==> config.mk <==
export PLATFORM = sky130hd
export DESIGN_NAME = fifo_rr_drain
export DESIGN_NICKNAME = d
export VERILOG_FILES = /design/src/rtl/fifo_rr_drain_rr_pick.sv /design/src/rtl/fifo_rr_drain.sv
export SDC_FILE = /design/constraint.sdc
export NUM_CORES = 1
export LEC_CHECK = 0
export CAP_MARGIN = 5
export CORE_ASPECT_RATIO = 0.8
export CORE_MARGIN = 1.5
export CORE_UTILIZATION = 30
export CTS_BUF_LIST = sky130_fd_sc_hd__clkbuf_8
export DETAILED_ROUTE_END_ITERATION = 8
export PLACE_DENSITY = 0.9
export SKIP_CTS_REPAIR_TIMING = 1
export SYNTH_ARGS = -nofsm -noshare
export SYNTH_HDL_FRONTEND = slang
export SYNTH_SLANG_ARGS = --single-unit
==> constraint.sdc <==
create_clock -name clk -period 2.3 [get_ports clk]
set_clock_uncertainty 0.05 [all_clocks]
set_input_delay 0.23 -clock clk [delete_from_list [all_inputs] [get_ports clk]]
set_output_delay 0.23 -clock clk [all_outputs]
set_load 0.005 [all_outputs]
==> src/rtl/fifo_rr_drain_rr_pick.sv <==
// -----------------------------------------------------------------------------
// rr_pick: combinational round-robin picker.
//
// The search starts at bit `ptr` of `req` and wraps modulo N. It works on a
// double-width vector {req, req & mask}. The mask clears bits below ptr, so a
// lowest-set-bit search finds the first request at or above the pointer. If
// there is none, the search falls through to the unmasked upper copy, which
// gives the wrap-around.
//
// Ports
//   req   in  N : request vector, bit i = source i wants service
//   ptr   in  W : priority pointer, 0..N-1
//   grant out N : one-hot grant, zero when no request
//   idx   out W : encoded index of the granted source (0 when none)
//   any   out 1 : at least one request is set
// -----------------------------------------------------------------------------
module rr_pick #(
    parameter int N = 4,
    parameter int W = 2
) (
    input  logic [N-1:0] req,
    input  logic [W-1:0] ptr,
    output logic [N-1:0] grant,
    output logic [W-1:0] idx,
    output logic         any
);

    logic [N-1:0]   mask;
    logic [2*N-1:0] dbl;
    int             hit;

    // Keep only requests at positions >= ptr in the low half.
    always_comb begin
        mask = '0;
        for (int i = 0; i < N; i++) begin
            mask[i] = (i >= int'(ptr));
        end
    end

    assign dbl = {req, req & mask};

    // Lowest set bit of the double-width vector. Scanning downward lets the
    // last assignment win, which leaves the lowest position in `hit`.
    always_comb begin
        hit = 0;
        any = 1'b0;
        for (int k = 2 * N - 1; k >= 0; k--) begin
            if (dbl[k]) begin
                hit = k;
                any = 1'b1;
            end
        end
    end

    // A hit in the upper copy maps back onto the same source index.
    always_comb begin
        idx = '0;
        if (hit >= N) begin
            idx = W'(hit - N);
        end else begin
            idx = W'(hit);
        end
    end

    always_comb begin
        grant = '0;
        for (int i = 0; i < N; i++) begin
            grant[i] = any && (idx == W'(i));
        end
    end

endmodule

==> src/rtl/fifo_rr_drain.sv <==
// -----------------------------------------------------------------------------
// fifo_rr_drain: round-robin drain stage for up to NUM_SRC synchronous FIFOs.
//
// This block reads the FIFOs through their native read interface and presents
// one registered valid/ready stream. Each beat is tagged with the index of the
// source FIFO it came from.
//
// Handshake: a beat is held in the output register while out_valid_o is 1. It
// transfers on every rising edge where out_valid_o && out_ready_i. While
// out_valid_o is 1 and out_ready_i is 0, the payload and tag stay stable.
//
// Ports
//   clk          in  1                  : clock
//   rst_n        in  1                  : asynchronous active-low reset
//   src_empty_i  in  NUM_SRC            : FIFO i empty flag
//   src_data_i   in  NUM_SRC*DATA_WIDTH : FIFO i read data at [DW*(i+1)-1 -: DW]
//   src_r_en_o   out NUM_SRC            : one-hot-or-zero pop strobe to FIFO i
//   out_valid_o  out 1                  : output register holds a beat
//   out_ready_i  in  1                  : downstream accepts the beat
//   out_data_o   out DATA_WIDTH         : registered payload
//   out_src_o    out SRC_ID_WIDTH       : source index of the payload
// -----------------------------------------------------------------------------
module fifo_rr_drain #(
    parameter  int DATA_WIDTH   = 32,
    parameter  int NUM_SRC      = 4,
    localparam int SRC_ID_WIDTH = (NUM_SRC == 1) ? 1 : $clog2(NUM_SRC)
) (
    input  logic                          clk,
    input  logic                          rst_n,
    input  logic [NUM_SRC-1:0]            src_empty_i,
    input  logic [NUM_SRC*DATA_WIDTH-1:0] src_data_i,
    output logic [NUM_SRC-1:0]            src_r_en_o,
    output logic                          out_valid_o,
    input  logic                          out_ready_i,
    output logic [DATA_WIDTH-1:0]         out_data_o,
    output logic [SRC_ID_WIDTH-1:0]       out_src_o
);

    logic [SRC_ID_WIDTH-1:0] rr_ptr;
    logic [SRC_ID_WIDTH-1:0] next_ptr;
    logic [NUM_SRC-1:0]      grant;
    logic [SRC_ID_WIDTH-1:0] win_idx;
    logic                    win_any;
    logic                    load_ok;
    logic                    pop;
    logic [DATA_WIDTH-1:0]   win_data;

    rr_pick #(
        .N (NUM_SRC),
        .W (SRC_ID_WIDTH)
    ) u_pick (
        .req   (~src_empty_i),
        .ptr   (rr_ptr),
        .grant (grant),
        .idx   (win_idx),
        .any   (win_any)
    );

    // The output register can take a new beat when it is empty, or when its
    // current beat leaves this cycle. In the second case the two overlap with
    // no bubble.
    assign load_ok = !out_valid_o || out_ready_i;

    // The FIFOs do not guard reads on empty, so the strobe is qualified by
    // win_any, which comes only from non-empty sources. It is also gated by
    // rst_n so no FIFO is popped while reset is asserted.
    assign pop        = rst_n && load_ok && win_any;
    assign src_r_en_o = pop ? grant : '0;

    // The FIFO shows its head entry combinationally, so the winner's current
    // data is the entry being popped.
    always_comb begin
        win_data = '0;
        for (int i = 0; i < NUM_SRC; i++) begin
            if (win_idx == SRC_ID_WIDTH'(i)) begin
                win_data = src_data_i[DATA_WIDTH*i +: DATA_WIDTH];
            end
        end
    end

    // Priority moves to the source after the winner. For NUM_SRC==1 this
    // always gives 0.
    assign next_ptr = (win_idx == SRC_ID_WIDTH'(NUM_SRC - 1)) ? '0 : win_idx + 1'b1;

    always_ff @(posedge clk or negedge rst_n) begin
        if (!rst_n) begin
            out_valid_o <= 1'b0;
            out_data_o  <= '0;
            out_src_o   <= '0;
            rr_ptr      <= '0;
        end else if (pop) begin
            out_valid_o <= 1'b1;
            out_data_o  <= win_data;
            out_src_o   <= win_idx;
            rr_ptr      <= next_ptr;
        end else if (out_ready_i) begin
            // The beat was consumed, or the register was already empty.
            // Data and tag keep their last values.
            out_valid_o <= 1'b0;
        end
    end

endmodule

* After elaboration in Yosys (flattened, before gate mapping)
Cells that the tools add are included.
Word-level totals: register bits 37, input bits 135
Cells by class: add/subtract/negate cells 2, magnitude comparators 4, equality and inequality tests 3, mux-type cells 25, bitwise logic cells 2, reductions and logical operators 10
Operators with widths (count):
- two-way mux 32 bit | 4
- two-way mux 3 bit | 8
- two-way mux 1 bit | 10
- logical AND 1 bit | 6
- AND 4 bit | 1
- == test 2 bit (second input constant) | 2
- >= comparator 1 x 2 -> 1 bit (first input constant) | 2
- two-way mux 2 bit | 2
- two-way mux 4 bit | 1
- inverter 4 bit | 1
- >= comparator 3 bit (second input constant) | 1
- adder 2 x 1 -> 2 bit (second input constant) | 1
- == test 2 x 1 -> 1 bit (second input constant) | 1
- >= comparator 2 bit (first input constant) | 1
- zero test 2 bit | 1
- nonzero test 2 bit | 1
- subtractor 2 x 1 -> 2 bit (second input constant) | 1
- zero test 1 bit | 1
- logical OR 1 bit | 1

* Logic depth before layout (Yosys ltp)
word-level depth 16, mapped depth 10, depth with buffers taken out 9

* By module
From an unflattened synthesis, not the netlist that was laid out.
Unflattened totals: cells, all modules 315, area, all modules 2816.5 µm²
Modules (own cells, without submodules):
- fifo_rr_drain | instances 1, cells each 288, area each 2647.5 µm²
- rr_pick | instances 1, cells each 27, area each 168.9 µm²

* Least setup slack after synthesis
OpenSTA, ideal clock, no wires.
path type flip-flop to flip-flop, start point register rr_ptr[0], end point register out_data_o[10], setup time 135 ps, data arrival time 1951 ps, slack 164 ps, stages on the path, launching flop included 11, period minus slack after synthesis 2136 ps, path through dfrtp_1 > nor2_1 > or3_1 > a22o_1 > inv_1 > ha_1 > clkbuf_1 > nor2_1 > buf_2 > a221oi_1 > o31ai_1
RTL lines:
- from (decl) | line fifo_rr_drain.sv:39 | logic [SRC_ID_WIDTH-1:0] rr_ptr;
- from (signal assigned) | line fifo_rr_drain.sv:95 | rr_ptr <= next_ptr;
- to (signal assigned) | line fifo_rr_drain.sv:93 | out_data_o <= win_data;
- to (decl) | line fifo_rr_drain.sv:35 | output logic [DATA_WIDTH-1:0] out_data_o,

* Worst setup path after layout
start point input port src_empty_i[0], end point register out_data_o[28]
Between the ends: longest elaborated chain between the ends 13, elaborated cells between the ends (all ways) 24
Ends and longest elaborated chain:
- from (decl) | line fifo_rr_drain.sv:30 | input logic [NUM_SRC-1:0] src_empty_i,
- inverter 4 bit (*) | line fifo_rr_drain.sv:52 | .req (~src_empty_i),
- two-way mux 3 bit (5 in a row) | line fifo_rr_drain_rr_pick.sv:48 | if (dbl[k]) begin
- >= comparator 3 bit / subtractor 2 x 1 -> 2 bit (equally long branches) | line fifo_rr_drain_rr_pick.sv:58, fifo_rr_drain_rr_pick.sv:59
- two-way mux 2 bit | line fifo_rr_drain_rr_pick.sv:58 | if (hit >= N) begin
- zero test 2 bit | line fifo_rr_drain.sv:75 | if (win_idx == SRC_ID_WIDTH'(i)) begin
- two-way mux 32 bit (4 in a row) | line fifo_rr_drain.sv:75
Every way passes the cells marked *; elsewhere a longest branch is shown, timed or not. A chain may end at the register's enable or synchronous reset.

==> results.json <==
{
  "pin_count_of_the_biggest_net_entering_global_routing": 39,
  "clkSlewWorstSetupHoldPaths_ns": 0.08,
  "die_area_um2": 7556,
  "synthesis.area_um2": 2112,
  "fillerInstances": 570,
  "period_minus_slack_ns": 2.246,
  "timing.hold.worst.class": "input pin to asynchronous set/reset pin",
  "ant_nets": 0,
  "tritoncts": "built",
  "finalHoldViolations": 0,
  "worstRegToRegCells": 9,
  "detailedRoute.firstPassIterationCount": 4,
  "register_area_um2": 925.9,
  "synth.avg_cell_area_um2": 9.223,
  "timing.rr.end": "out_data_o[28]$_DFFE_PN0P_",
  "share_of_synthesized_registers_carrying_an_async_set_or_reset_pct": 100.0,
  "globalRouteTotalUtil_pct": 21.35,
  "synth_edf_count": 0,
  "grt_util_met3_pct": 7.124,
  "clock_sinks": 37,
  "max_slew_margin_pct": 66.73,
  "wire_length_of_the_first_global_routing_pass_um": 13050,
  "dpl.hpwl_um": 6242,
  "tritoncts.num_buffers": 5,
  "rd_place_congestion": 0.8319,
  "gr-total-overflow": 0,
  "final_net_count": 549,
  "cts-root-to-sink-buffers": 2,
  "worstPathArrival_ns": 2.36,
  "power.density_cell_area_nw_per_um2": 1031,
  "boundaryPins": 174,
  "grt.met1_usage_pct": 24.38,
  "max_freq_ghz": 0.4452,
  "yosysWarnings": 0,
  "initial_standard_cell_utilization_of_the_core_pct": 30.80,
  "globalRoute.busiestLayer": "met2",
  "cts-htree-levels": 2,
  "maxCapViolCount": 0,
  "synth_common_cells": "sky130_fd_sc_hd__dfrtp_1, sky130_fd_sc_hd__nand2_1, sky130_fd_sc_hd__a221oi_1, sky130_fd_sc_hd__o22ai_1, sky130_fd_sc_hd__o31ai_1",
  "route.detailed.vias_per_inst": 5.442,
  "yosysSeqAreaShare_pct": 43.84,
  "drc": 0,
  "buffers_on_ports": 173,
  "fp.coreArea_um2": 6858,
  "maximum_fanout_along_the_worst_path": 7,
  "yosysTopAreaCell": "sky130_fd_sc_hd__dfrtp_1",
  "drt_iter0_markers": 69,
  "grt_pass1_vias": 2681,
  "final.setup.tns_ns": 0,
  "wl_um": 8735,
  "fp.dieH_um": 78.05,
  "slew_viol_final": 0,
  "timing.rr.start": "rr_ptr[1]$_DFFE_PN0P_",
  "synthTopCellsByArea": "sky130_fd_sc_hd__dfrtp_1, sky130_fd_sc_hd__a221oi_1, sky130_fd_sc_hd__o31ai_1",
  "num_rows": 27,
  "worst_setup_path_end_kind": "flop",
  "routedWlPerCell_um": 17.54,
  "p_leak_nw": 1.794,
  "synth_seq_cells": 37,
  "die_width_um": 96.81,
  "outcome": "completed",
  "clock_tree.root_cell": "sky130_fd_sc_hd__clkbuf_8",
  "timing.final.crit_share_pct": 97.65,
  "worstPathRequired_ns": 2.41,
  "crit_path_start_kind": "input pin",
  "timing_worst_setup_path_type": "input pin to flop",
  "final-setup-viol-count": 0,
  "finish.utilization_pct": 62.84,
  "insertedDiodeCount": 0,
  "synth.top_cell.area_share_pct": 43.84,
  "vias_after_detailed_routing": 2710,
  "tightestPinTransition_ns": 0.4991,
  "synth_cell_type_count": 26,
  "syn2layout_area_growth_pct": 104.0,
  "antenna_found_initial": 0,
  "final_layout_size_suffix_gt1_share_pct": 15.33,
  "multi_input_comb_area_um2": 1181,
  "postSynth.topFlopCell": "sky130_fd_sc_hd__dfrtp_1",
  "ir_worst_vdd_mv": 0.5911,
  "instance_count_of_the_mapped_netlist": 229,
  "reg2reg_slack_ns": 0.08,
  "gr-usage-met2_pct": 37.41,
  "syn-num-nets": 368,
  "worst_skew_pair.late_latency_ns": 0.28
}
==> cell type report <==
class                   instances  area share, %
clock buffers                   5          1.597
inverters                       8         0.6969
well taps                      87          2.526
repair buffers                197          45.88
flip-flops and latches         37          21.49
multi-input cells             161          27.41
clock inverters                 3         0.4065
==> worst max-delay path: stages <==
cell and delay, ns:
sky130_fd_sc_hd__clkdlybuf4s50_1 0.48, sky130_fd_sc_hd__nor2_1 0.05, sky130_fd_sc_hd__or3_1 0.33, sky130_fd_sc_hd__a22o_1 0.21, sky130_fd_sc_hd__buf_4 0.15, sky130_fd_sc_hd__ha_1 0.21
sky130_fd_sc_hd__inv_2 0.09, sky130_fd_sc_hd__nor2_4 0.06, sky130_fd_sc_hd__buf_4 0.18, sky130_fd_sc_hd__a221oi_2 0.28, sky130_fd_sc_hd__o31ai_1 0.10
==> state kept, by name, summed over array words and instances (netlist names) <==
signal,cells
out_data_o,32
out_src_o,2
rr_ptr,2
out_valid_o,1
==> cells by family (layout without fill, tap and decap cells) <==
| logic type | after synthesis | in the layout | share of synthesized area, % |
|---|---|---|---|
| buffers and inverters | 31 | 213 | 6.102 |
| DFF | 37 | 37 | 43.84 |
| adders and majority gates | 4 | 4 | 2.370 |
| and+or+nand+nor | 53 | 53 | 10.37 |
| muxes | 3 | 3 | 1.599 |
| AOI/OAI and AO/OA | 101 | 101 | 35.72 |
==> placed cells by master, fill, tap and decap left out, types with 2 or more instances in the layout <==
| cell | n |
|---|---|
| sky130_fd_sc_hd__a221oi_1 | 16 |
| sky130_fd_sc_hd__a221oi_2 | 15 |
| sky130_fd_sc_hd__buf_12 | 3 |
| sky130_fd_sc_hd__buf_4 | 18 |
| sky130_fd_sc_hd__buf_6 | 2 |
| sky130_fd_sc_hd__clkbuf_8 | 5 |
| sky130_fd_sc_hd__clkdlybuf4s50_1 | 166 |
| sky130_fd_sc_hd__clkinv_2 | 2 |
| sky130_fd_sc_hd__dfrtp_1 | 37 |
| sky130_fd_sc_hd__dlymetal6s2s_1 | 5 |
| sky130_fd_sc_hd__ha_1 | 3 |
| sky130_fd_sc_hd__inv_1 | 5 |
| sky130_fd_sc_hd__inv_2 | 3 |
| sky130_fd_sc_hd__mux2_2 | 3 |
| sky130_fd_sc_hd__nand2_1 | 35 |
| sky130_fd_sc_hd__nor2_1 | 7 |
| sky130_fd_sc_hd__o21ai_0 | 3 |
| sky130_fd_sc_hd__o22ai_1 | 31 |
| sky130_fd_sc_hd__o31ai_1 | 31 |
==> power by group <==
group,switching [mW],leakage [nW],internal [mW],total (mW)
sequential,0.163,0.458,0.945,1.11
clock,0.238,0.0439,0.209,0.448
combinational,1.32,1.29,1.57,2.89
total,1.72,1.79,2.73,4.44
==> worst max path at each step <==
stage | to | from
floorplan | out_data_o[10]$_DFFE_PN0P_ | rr_ptr[0]$_DFFE_PN0P_
global placement | src_r_en_o[3] | src_empty_i[0]
detailed placement | src_r_en_o[3] | src_empty_i[1]
CTS | src_r_en_o[3] | src_empty_i[1]
global route | out_data_o[28]$_DFFE_PN0P_ | src_empty_i[0]
finish | out_data_o[28]$_DFFE_PN0P_ | src_empty_i[0]
==> layer usage <==
layer | part of all wire, % | wire length [µm] | up-vias
met5 | 0 | 0 | -
met4 | 2.5 | 221 | 0
met3 | 8.6 | 755 | 23
met2 | 48 | 4229 | 132
met1 | 40 | 3528 | 1289
li1 | - | - | 1266
==> through the flow <==
stage	setup WS (ns)	cells	hold WS, ns	area, µm²	power [mW]
2_1_floorplan	0.1640	229	-0.1156	2112	2.316
3_3_place_gp	-0.3808	488	0.3180	4054	3.639
3_5_place_dp	-0.4370	488	0.3271	4054	3.711
4_1_cts	-0.4501	496	0.005653	4140	4.181
5_1_grt	-0.02791	498	0.02413	4309	4.754
6_report	0.05404	498	0.001475	4309	4.444
No activity file was read; power rests on OpenSTA's default activity.
